===== config.mk =====
export PLATFORM = sky130hd
export DESIGN_NAME = multicycle_processor_flat
export DESIGN_NICKNAME = d
export VERILOG_FILES = /design/src/rtl/multicycle_processor_if.sv /design/src/rtl/multicycle_processor.sv /design/src/flat_wrapper.sv
export SDC_FILE = /design/constraint.sdc
export NUM_CORES = 2
export LEC_CHECK = 0
export ABC_AREA = 1
export CELL_PAD_IN_SITES_DETAIL_PLACEMENT = 0
export CELL_PAD_IN_SITES_GLOBAL_PLACEMENT = 1
export CORE_MARGIN = 4
export CORE_UTILIZATION = 40
export DETAILED_ROUTE_END_ITERATION = 8
export PLACE_DENSITY_LB_ADDON = 0.08
export SYNTH_ARGS = -nofsm -noshare
export SYNTH_HDL_FRONTEND = slang
export SYNTH_SLANG_ARGS = --single-unit

===== constraint.sdc =====
create_clock -name clk -period 4.56 [get_ports clk]
set_clock_uncertainty 0.1 [all_clocks]
set_input_delay 1.14 -clock clk [delete_from_list [all_inputs] [get_ports clk]]
set_output_delay 1.14 -clock clk [all_outputs]
set_load 0.05 [all_outputs]

===== src/rtl/multicycle_processor_if.sv =====
// Shared memory port of the multicycle core: one request at a time, completed by memReady.
interface multicycle_processor_if #(
  parameter int OPERAND_LENGTH = 31
);
  logic [OPERAND_LENGTH:0] readDataMem;
  logic                    memReady;
  logic [OPERAND_LENGTH:0] memAddress;
  logic [OPERAND_LENGTH:0] writeDataMem;
  logic                    memRead;
  logic                    memWrite;

  modport master (
    input  readDataMem, memReady,
    output memAddress, writeDataMem, memRead, memWrite
  );

  modport slave (
    output readDataMem, memReady,
    input  memAddress, writeDataMem, memRead, memWrite
  );
endinterface


===== src/rtl/multicycle_processor.sv =====
// Multicycle RV32I-subset core (R, I-ALU, lw, sw, beq/bne) sequenced over one shared memory port.
// Optional PERF_COUNTERS_EN adds cycleCount / instRetired outputs.
module multicycle_processor #(
  parameter int                    OPERAND_LENGTH = 31,
  parameter logic [OPERAND_LENGTH:0] RESET_PC     = '0
) (
  input  logic                    clk,
  input  logic                    rst,
  multicycle_processor_if.master  bus,
  output logic [OPERAND_LENGTH:0] pcOut,
  output logic                    halted,
  output logic [15:0]             leds
`ifdef PERF_COUNTERS_EN
  ,
  output logic [OPERAND_LENGTH:0] cycleCount,
  output logic [OPERAND_LENGTH:0] instRetired
`endif
);
  localparam int W   = OPERAND_LENGTH + 1;
  localparam int SHW = $clog2(W);

  localparam logic [6:0] OP_R  = 7'b0110011;
  localparam logic [6:0] OP_I  = 7'b0010011;
  localparam logic [6:0] OP_LW = 7'b0000011;
  localparam logic [6:0] OP_SW = 7'b0100011;
  localparam logic [6:0] OP_BR = 7'b1100011;

  typedef enum logic [2:0] {
    S_FETCH   = 3'd0,
    S_DECODE  = 3'd1,
    S_EXECUTE = 3'd2,
    S_MEM     = 3'd3,
    S_WB      = 3'd4,
    S_HALT    = 3'd5
  } state_t;

  typedef enum logic [3:0] {
    ALU_ADD, ALU_SUB, ALU_SLL, ALU_SLT, ALU_SLTU,
    ALU_XOR, ALU_SRL, ALU_SRA, ALU_OR, ALU_AND
  } alu_op_t;

  state_t           r_state, w_state_nxt;
  logic [W-1:0]     r_pc, r_ir, r_a, r_b, r_imm, r_aluout, r_mdr;
  logic [W-1:0]     r_regs [32];
  logic             r_memRead, r_memWrite;
  logic             w_memRead_nxt, w_memWrite_nxt, w_retire;

  // Instruction fields
  logic [6:0]       w_opcode;
  logic [4:0]       w_rd, w_rs1, w_rs2;
  logic [2:0]       w_f3;
  logic             w_f7b5;
  logic             w_is_r, w_is_i, w_is_lw, w_is_sw, w_is_br, w_supported;

  assign w_opcode = r_ir[6:0];
  assign w_rd     = r_ir[11:7];
  assign w_f3     = r_ir[14:12];
  assign w_rs1    = r_ir[19:15];
  assign w_rs2    = r_ir[24:20];
  assign w_f7b5   = r_ir[30];

  assign w_is_r      = (w_opcode == OP_R);
  assign w_is_i      = (w_opcode == OP_I);
  assign w_is_lw     = (w_opcode == OP_LW);
  assign w_is_sw     = (w_opcode == OP_SW);
  assign w_is_br     = (w_opcode == OP_BR);
  assign w_supported = w_is_r | w_is_i | w_is_lw | w_is_sw | w_is_br;

  // Immediate generator
  logic [W-1:0] w_imm;
  always_comb begin
    w_imm = '0;
    if (w_is_i || w_is_lw)
      w_imm = {{(W-12){r_ir[31]}}, r_ir[31:20]};
    else if (w_is_sw)
      w_imm = {{(W-12){r_ir[31]}}, r_ir[31:25], r_ir[11:7]};
    else if (w_is_br)
      w_imm = {{(W-13){r_ir[31]}}, r_ir[31], r_ir[7], r_ir[30:25], r_ir[11:8], 1'b0};
  end

  // ALU control: funct7[5] selects sub only for R-type, sra for both shift forms
  alu_op_t w_alu_op;
  always_comb begin
    w_alu_op = ALU_ADD;
    if (w_is_r || w_is_i) begin
      case (w_f3)
        3'b000:  w_alu_op = (w_is_r && w_f7b5) ? ALU_SUB : ALU_ADD;
        3'b001:  w_alu_op = ALU_SLL;
        3'b010:  w_alu_op = ALU_SLT;
        3'b011:  w_alu_op = ALU_SLTU;
        3'b100:  w_alu_op = ALU_XOR;
        3'b101:  w_alu_op = w_f7b5 ? ALU_SRA : ALU_SRL;
        3'b110:  w_alu_op = ALU_OR;
        default: w_alu_op = ALU_AND;
      endcase
    end else if (w_is_br) begin
      w_alu_op = ALU_SUB;
    end
  end

  // ALU
  logic [W-1:0]   w_alu_b, w_alu_res;
  logic [SHW-1:0] w_shamt;
  logic           w_zero, w_alusrc, w_taken;

  assign w_alusrc = ~(w_is_r | w_is_br);
  assign w_alu_b  = w_alusrc ? r_imm : r_b;
  assign w_shamt  = w_alu_b[SHW-1:0];

  always_comb begin
    w_alu_res = '0;
    case (w_alu_op)
      ALU_ADD:  w_alu_res = r_a + w_alu_b;
      ALU_SUB:  w_alu_res = r_a - w_alu_b;
      ALU_SLL:  w_alu_res = r_a << w_shamt;
      ALU_SLT:  w_alu_res = {{(W-1){1'b0}}, ($signed(r_a) < $signed(w_alu_b))};
      ALU_SLTU: w_alu_res = {{(W-1){1'b0}}, (r_a < w_alu_b)};
      ALU_XOR:  w_alu_res = r_a ^ w_alu_b;
      ALU_SRL:  w_alu_res = r_a >> w_shamt;
      ALU_SRA:  w_alu_res = $signed(r_a) >>> w_shamt;
      ALU_OR:   w_alu_res = r_a | w_alu_b;
      ALU_AND:  w_alu_res = r_a & w_alu_b;
      default:  w_alu_res = '0;
    endcase
  end

  assign w_zero  = (w_alu_res == '0);
  assign w_taken = w_f3[0] ? ~w_zero : w_zero;

  // memReady only counts while a request is actually outstanding
  logic w_mem_acc;
  assign w_mem_acc = (r_memRead | r_memWrite) & bus.memReady;

  // FSM state register
  always_ff @(posedge clk) begin
    if (rst) r_state <= S_FETCH;
    else     r_state <= w_state_nxt;
  end

  // Next state; request strobes are computed one cycle ahead so they leave a flop
  always_comb begin
    w_state_nxt    = r_state;
    w_memRead_nxt  = 1'b0;
    w_memWrite_nxt = 1'b0;
    w_retire       = 1'b0;
    case (r_state)
      S_FETCH: begin
        if (w_mem_acc) w_state_nxt   = S_DECODE;
        else           w_memRead_nxt = 1'b1;
      end
      S_DECODE: begin
        w_state_nxt = w_supported ? S_EXECUTE : S_HALT;
      end
      S_EXECUTE: begin
        if (w_is_br) begin
          w_state_nxt   = S_FETCH;
          w_memRead_nxt = 1'b1;
          w_retire      = 1'b1;
        end else if (w_is_lw) begin
          w_state_nxt   = S_MEM;
          w_memRead_nxt = 1'b1;
        end else if (w_is_sw) begin
          w_state_nxt    = S_MEM;
          w_memWrite_nxt = 1'b1;
        end else begin
          w_state_nxt = S_WB;
        end
      end
      S_MEM: begin
        if (w_is_lw) begin
          if (w_mem_acc) w_state_nxt   = S_WB;
          else           w_memRead_nxt = 1'b1;
        end else begin
          if (w_mem_acc) begin
            w_state_nxt   = S_FETCH;
            w_memRead_nxt = 1'b1;
            w_retire      = 1'b1;
          end else begin
            w_memWrite_nxt = 1'b1;
          end
        end
      end
      S_WB: begin
        w_state_nxt   = S_FETCH;
        w_memRead_nxt = 1'b1;
        w_retire      = 1'b1;
      end
      default: w_state_nxt = S_HALT;
    endcase
  end

  // Datapath registers and register file
  always_ff @(posedge clk) begin
    if (rst) begin
      r_pc       <= RESET_PC;
      r_ir       <= '0;
      r_a        <= '0;
      r_b        <= '0;
      r_imm      <= '0;
      r_aluout   <= '0;
      r_mdr      <= '0;
      r_memRead  <= 1'b0;
      r_memWrite <= 1'b0;
      for (int i = 0; i < 32; i++) r_regs[i] <= '0;
    end else begin
      r_memRead  <= w_memRead_nxt;
      r_memWrite <= w_memWrite_nxt;
      case (r_state)
        S_FETCH: if (w_mem_acc) r_ir <= bus.readDataMem;
        S_DECODE: begin
          r_a   <= r_regs[w_rs1];
          r_b   <= r_regs[w_rs2];
          r_imm <= w_imm;
        end
        S_EXECUTE: begin
          r_aluout <= w_alu_res;
          if (w_is_br) r_pc <= w_taken ? r_pc + r_imm : r_pc + W'(4);
        end
        S_MEM: begin
          if (w_mem_acc && w_is_lw) r_mdr <= bus.readDataMem;
          if (w_mem_acc && w_is_sw) r_pc  <= r_pc + W'(4);
        end
        S_WB: begin
          if (w_rd != 5'd0) r_regs[w_rd] <= w_is_lw ? r_mdr : r_aluout;
          r_pc <= r_pc + W'(4);
        end
        default: ;
      endcase
    end
  end

  assign bus.memRead      = r_memRead;
  assign bus.memWrite     = r_memWrite;
  assign bus.memAddress   = (r_state == S_FETCH && r_memRead) ? r_pc :
                            (r_state == S_MEM && (r_memRead | r_memWrite)) ? r_aluout : '0;
  assign bus.writeDataMem = r_memWrite ? r_b : '0;

  assign pcOut  = r_pc;
  assign halted = (r_state == S_HALT);
  assign leds   = {12'd0, halted, r_state};

`ifdef PERF_COUNTERS_EN
  logic [W-1:0] r_cycleCount, r_instRetired;
  always_ff @(posedge clk) begin
    if (rst) begin
      r_cycleCount  <= '0;
      r_instRetired <= '0;
    end else begin
      r_cycleCount <= r_cycleCount + W'(1);
      if (w_retire) r_instRetired <= r_instRetired + W'(1);
    end
  end
  assign cycleCount  = r_cycleCount;
  assign instRetired = r_instRetired;
`endif
endmodule


===== src/flat_wrapper.sv =====
// flat-port wrapper written by rule: the top's interface ports become plain ports
module multicycle_processor_flat 
#(
  parameter int                    OPERAND_LENGTH = 31,
  parameter logic [OPERAND_LENGTH:0] RESET_PC     = '0
)
  (clk, rst, pcOut, halted, leds, bus_readDataMem, bus_memReady, bus_memAddress, bus_writeDataMem, bus_memRead, bus_memWrite);
  multicycle_processor_if #(.OPERAND_LENGTH(OPERAND_LENGTH)) bus_i ();
  input  logic clk;
  input  logic rst;
  output logic [OPERAND_LENGTH:0] pcOut;
  output logic halted;
  output logic [15:0] leds;
  input wire logic [$bits(bus_i.readDataMem)-1:0] bus_readDataMem;
  input wire logic [$bits(bus_i.memReady)-1:0] bus_memReady;
  output wire logic [$bits(bus_i.memAddress)-1:0] bus_memAddress;
  output wire logic [$bits(bus_i.writeDataMem)-1:0] bus_writeDataMem;
  output wire logic [$bits(bus_i.memRead)-1:0] bus_memRead;
  output wire logic [$bits(bus_i.memWrite)-1:0] bus_memWrite;
  assign bus_i.readDataMem = bus_readDataMem;
  assign bus_i.memReady = bus_memReady;
  assign bus_memAddress = bus_i.memAddress;
  assign bus_writeDataMem = bus_i.writeDataMem;
  assign bus_memRead = bus_i.memRead;
  assign bus_memWrite = bus_i.memWrite;
  multicycle_processor #(.OPERAND_LENGTH(OPERAND_LENGTH), .RESET_PC(RESET_PC)) u_core (.clk(clk), .rst(rst), .bus(bus_i), .pcOut(pcOut), .halted(halted), .leds(leds));
endmodule

### Yosys cells after proc, flatten, opt, wreduce, memory -nomap -nowiden

Memory sizes are Yosys's and may differ from the RTL's. A register that Yosys moved wholly into a read port is not among the register bits.
Index checks and enable logic that the tools add are counted.

| cells by class | value |
|---|---|
| add/sub/neg operators | 4 |
| multipliers | 0 |
| divide/modulo/power cells | 0 |
| $lt $le $gt $ge | 2 |
| eq/ne operators | 29 |
| shifts and indexed selects | 3 |
| muxes and demuxes | 48 |
| bitwise gates (word level) | 11 |
| reduce and logical (&&, ||, !) cells | 18 |

Operators with widths:

| kind | count |
|---|---|
| 32-bit two-way mux | 12 |
| 32-bit one-hot mux with 10 select lines | 1 |
| 32-bit one-hot mux with 3 select lines | 1 |
| 32-bit adder | 2 |
| 32-bit less-than comparator | 2 |
| 32-bit by 3-bit adder with 32-bit output (second input constant) | 1 |
| 32-bit bitwise AND | 1 |
| 32-bit zero test | 1 |
| 32-bit bitwise OR | 1 |
| 32-bit OR reduction | 1 |
| 32-bit by 5-bit << shifter with 32-bit output | 1 |
| 32-bit by 5-bit >> shifter with 32-bit output | 1 |
| 32-bit by 5-bit >>> shifter with 32-bit output | 1 |
| 32-bit subtractor | 1 |
| 32-bit bitwise XOR | 1 |
| 4-bit one-hot mux with 7 select lines | 1 |
| 3-bit two-way mux | 8 |
| 1-bit two-way mux | 20 |
| 4-bit by 3-bit == test with 1-bit output (second input constant) | 4 |
| 3-bit == test (second input constant) | 5 |
| 3-bit one-hot mux with 5 select lines | 1 |
| 7-bit by 6-bit == test with 1-bit output (second input constant) | 2 |
| 3-bit by 2-bit == test with 1-bit output (second input constant) | 4 |
| 4-bit by 2-bit == test with 1-bit output (second input constant) | 2 |
| 22 further kinds | 40 |

| word-level totals | value |
|---|---|
| register bits after elaboration | 165 |
| bits in latches | 0 |
| memory bits (writable) | 1,024 |
| memory bits (read-only) | 0 |
| bits of input ports | 35 |
| word-level logic and storage cells | 124 |
| memories | 1 |

Memories:

| memory | words | width | read ports | clocked after memory_dff | wr ports | RTL line | text |
|---|---|---|---|---|---|---|---|
| u_core.r_regs | 32 | 32 | 2 | 2 | 32 | multicycle_processor.sv:44 | `logic [W-1:0] r_regs [32];` |

### Depth between registers and ports, before layout

| logic depth | value |
|---|---|
| depth after elaboration | 13 |
| depth in mapped cells | 39 |
| depth with buffers taken out | 36 |

### Worst setup path before layout

Ideal clock, no wire load.

| path | value |
|---|---|
| path type | reg2reg |
| from | register u_core.r_ir[1] |
| to | register u_core.r_pc[10] (netlist: u_core.pcOut[10]) |
| library setup time | 109 ps |
| arrival time | 4,273 ps |
| data required time | 4,351 ps |
| path slack | 78 ps |
| cell stages (with the launch flop) | 37 |
| period minus slack after synthesis | 4,482 ps |
| path through | dfxtp_1 -> nand2_1 -> nor2_4 -> nand2_4 -> nand2_4 -> nand2_1 -> nand2_1 -> buf_4 -> buf_6 -> ha_1 -> inv_1 -> fa_1 -> inv_1 -> nand2_1 -> a21oi_1 -> a21boi_0 -> o21ai_0 -> nand2_1 -> nand2_1 -> nand2_1 -> nand2_1 -> nand2_1 -> a21oi_1 -> nor2_1 -> nor2_1 -> nand2_1 -> nor2_1 -> nand2_1 -> nor2_2 -> nand3_2 -> nand2_4 -> nand3_4 -> buf_2 -> o21ai_1 -> nand3_1 -> nand2_1 -> inv_1 |

| on the way | value |
|---|---|
| longest elaborated chain between the ends | 13 |

RTL lines:

| what | RTL line | text |
|---|---|---|
| start, declared | multicycle_processor.sv:43 | `logic [W-1:0] r_pc, r_ir, r_a, r_b, r_imm, r_aluout, r_mdr;` |
| start signal, assigned | multicycle_processor.sv:209 | `S_FETCH: if (w_mem_acc) r_ir <= bus.readDataMem;` |
| parallel branches: the longest is 13 deep, another holds 32-bit subtractor | - |  |
| end signal, assigned | multicycle_processor.sv:217 | `if (w_is_br) r_pc <= w_taken ? r_pc + r_imm : r_pc + W'(4);` |
| end signal, assigned | multicycle_processor.sv:221 | `if (w_mem_acc && w_is_sw) r_pc <= r_pc + W'(4);` |
| end signal, assigned | multicycle_processor.sv:225 | `r_pc <= r_pc + W'(4);` |
| end, declared | multicycle_processor.sv:43 |  |

Several ways; the timed one is not identified. The select of a mux whose other input is x is not followed.
A chain may end at the register's enable or synchronous reset.

### Worst setup path in the final report

| path | value |
|---|---|
| from | register u_core.r_ir[2] |
| to | register u_core.r_pc[8] (netlist: u_core.pcOut[8]) |

Same word-level chain as after synthesis.

==> impl_metrics.yaml <==
die:
  start_util: 0.402
  dieArea_mm2: 0.191
  die_w_um: 437
  fp.dieH_um: 437
  rows: 157
  coreArea_mm2: 0.183
  ios: 150
logic_synthesis:
  syn_inst: 9579
  yosysSeqAreaShare: 0.475
  post-synth-top-area-fraction: 0.418
  syn_area_mm2: 0.0735
  synth_top_area_cell: "edfxtp_1"
  synth_warnings: 0
  ys_ff_latch: 1234
  synthTopCellsByArea: "edfxtp_1, nor2_1, o21ai_0"
  synthArstFlopShare: 0
  avgSynthCellArea_um2: 7.67
  yosysUniqueCellTypes: 55
  synth_edf_count: 1024
  ys.flop_type: "edfxtp_1"
clock_tree:
  clk_root_buffer_cell: "clkbuf_16"
  cts_buffers: 148
  clock_insertion_delay_worst_skew_ns: 0.84
  clk_path_buf_depth: 3
  clk_pin_slew_ns: 0.06
  clkSinkCount: 1234
  ctsHoldBuffers: 0
  cts_tree: "yes"
  htreeDepth: 4
job:
  drv_cap: 0
critical_path:
  crit_buf_inv: 8
  critPathRequiredTime_ns: 5.16
  cp_slowest_cell: "dfxtp_2"
  path_common_cell: "nand2_1"
  cp_slowest_stage_delay_ns: 0.31
  setup.worst_path.class: "flop to flop"
  critPathArrivalTime_ns: 5.46
  path_max_fanout: 11
  worstSetupEndpointType: "flop"
  start_kind: "flop"
  critical-path-top-delay-family: "simple AND/OR/NAND/NOR gates"
cells_and_area:
  post-route-util: 0.484
  finalNetCount: 10085
  multi_input_area_mm2: 0.0352
  final_area_mm2: 0.0886
  fill_cells: 17841
  area_growth_pct: 20.5
  register_area_mm2: 0.0350
  drive_gt1_frac: 0.144
routing:
  first_pass_iters: 7
  drcViolationCount: 0
  post_drt_via_cell_ratio: 6.18
  routed-via-count: 77312
  drt_iter0_drc: 11016
  drtAntennaViolNets: 0
  wl_mm: 376
  avgRoutedWirePerCell_um: 30.0
sta:
  period_minus_slack_ns: 4.86
  finalCritPeriodShare: 1.07
  drv_slew: 0
  max_freq_mhz: 206
  final_hold_viol_count: 0
  worst_pin_slew_ns: 1.13
  setup_viol: 32
  slew_headroom: 0.239
  setup_slack_ns: -0.301
  rsz0062_at_grt: "yes"
outcome:
  status: "finished with violations"
  violations: "setup timing"
pwr:
  p_leak_nw: 34.2
  power_density_mw_per_mm2: 386
  power_mw: 34.2
  ir_worst_vdd_mv: 0.353
global_routing:
  grt_max_degree: 138
  grt_use_total: 0.377
  grt_pass1_wl_mm: 523
  grt.overflow.total: 0
  grt_pass1_vias: 71498
  antenna_found_initial: 22
min_path:
  holdCritPathClass: "flop to flop"
place:
  gp_congestion: 0.973
  placement.io_buffers: 137
  dpl-instance-area_mm2: 0.0823
  hpwlAfterDp_mm: 245
  dp_slack_ns: -0.631
-- layer usage --
metal  up-vias  share of wire  global-route usage
met5         -        0.00018             0.00101
met4        10          0.058               0.188
met3       955           0.12              0.0932
met2      5043           0.43               0.562
met1     37594           0.40               0.511
li1      33710              -                   -
-- synth_stat cells (4+ instances only) --
master    instances
buf_2            33
clkbuf_1        729
buf_1            38
o21a_1            9
dfxtp_1         210
nor3_1           41
nand3_1         493
xor2_1           43
nand4_1          28
nand2_1         932
buf_4            17
ha_1            127
a31oi_1          18
o22ai_1         570
nand2_2           7
nand2_4           4
edfxtp_1       1024
o221ai_1         65
clkinv_1          6
a221oi_1          4
or2_2             8
buf_6             6
nand3b_1          4
o21ai_1          18
o21ai_0        1611
nor2_1         2590
inv_1           451
a21o_1            5
nor2_2            6
a21boi_0          7
a211oi_1         18
xnor2_1          11
a21oi_1         337
o311ai_0          6
o32ai_1          28
inv_2            17
o211ai_1         29
-- worst min-delay path: stages (launching register included) --
cell and delay, ns:
dfxtp_1 0.30, inv_1 0.06, a21oi_1 0.05
-- through the flow --
step	TNS, ns	std cells	hold slack (ns)
after floorplan	0	9622	0.323
after global placement	-18.84	12191	0.339
after detailed placement	-18.64	12191	0.344
after CTS	-9.11	12470	0.354
after global routing	-15.35	12501	0.368
final	-8.27	12510	0.354
-- registers in the layout, summed over array words and instances, names as in the netlist --
name                 flops
u_core.r_a              32
u_core.r_mdr            32
u_core.r_state           3
u_core.r_ir             32
u_core.r_aluout         32
u_core.bus.memRead       1
u_core.r_regs         1024
u_core.bus.memWrite      1
u_core.r_b              32
u_core.r_imm            13
u_core.pcOut            32
-- layout by cell type (no fill, tap or decap), types with 17 or more instances in the layout --
cell / Yosys / final
a21oi_1: 337 / 306
a21oi_2: 0 / 27
a31oi_1: 18 / 17
buf_12: 0 / 91
buf_4: 17 / 754
clkbuf_1: 729 / 34
clkbuf_16: 0 / 154
clkdlybuf4s50_1: 0 / 107
clkinv_1: 6 / 34
clkinv_2: 0 / 19
conb_1: 1 / 44
dfxtp_1: 210 / 194
edfxtp_1: 1024 / 1024
ha_1: 127 / 106
ha_4: 0 / 18
inv_1: 451 / 431
inv_2: 17 / 30
nand2_1: 932 / 829
nand2_2: 7 / 100
nand3_1: 493 / 481
nand4_1: 28 / 28
nor2_1: 2590 / 2551
nor2_2: 6 / 34
nor3_1: 41 / 36
o211ai_1: 29 / 29
o21ai_0: 1611 / 1526
o21ai_1: 18 / 40
o21ai_2: 1 / 46
o21ai_4: 0 / 18
o221ai_1: 65 / 65
o22ai_1: 570 / 568
o32ai_1: 28 / 26
xor2_1: 43 / 41
-- cell type report --
type                    count  share of cell area
multi-input cells        7093               0.397
diodes                     10            0.000283
well taps                2464              0.0348
inverters                 475              0.0207
flip-flops and latches   1234               0.395
clock buffers             194              0.0455
clock inverters            71             0.00709
repair buffers            969              0.0992
-- worst paths after layout --
| check | start | to | slack (ns) | depth (start not counted) |
|---|---|---|---|---|
| worst max register to register | u_core.r_ir[2] | u_core.pcOut[8] | -0.30 | 35 |
| worst min-delay path | u_core.r_mdr[21] | u_core.r_mdr[21] | 0.35 | 2 |
| worst max-delay path | u_core.r_ir[2] | u_core.pcOut[8] | -0.30 | 35 |
| worst min register to register | u_core.r_mdr[21] | u_core.r_mdr[21] | 0.35 | 2 |
-- what timing repair did --
item	4_1_cts	5_1_grt
cloned	4	3
resized for setup	100	222
pin swaps	36	70
setup buffers	10	31
endpoints found under the setup margin	32	35
-- where the power goes --
group          switching, mW  total, mW  internal (mW)
logic                   6.43       9.44           3.01
registers              0.414       13.0           12.6
clock network           5.07       11.7           6.68
total                   11.9       34.2           22.3
-- logic make-up (layout without fill, tap and decap cells) --
logic type,after synthesis,in the layout,share of synthesized area
compound gates,2741,2741,0.205
xor+xnor,54,54,0.00643
fa+ha+maj,129,129,0.0222
buf+inv,1298,1709,0.0684
flops,1234,1234,0.475
other cells,1,54,0.0000510
simple gates,4122,4125,0.223
No activity file was read; power rests on OpenSTA's default activity.
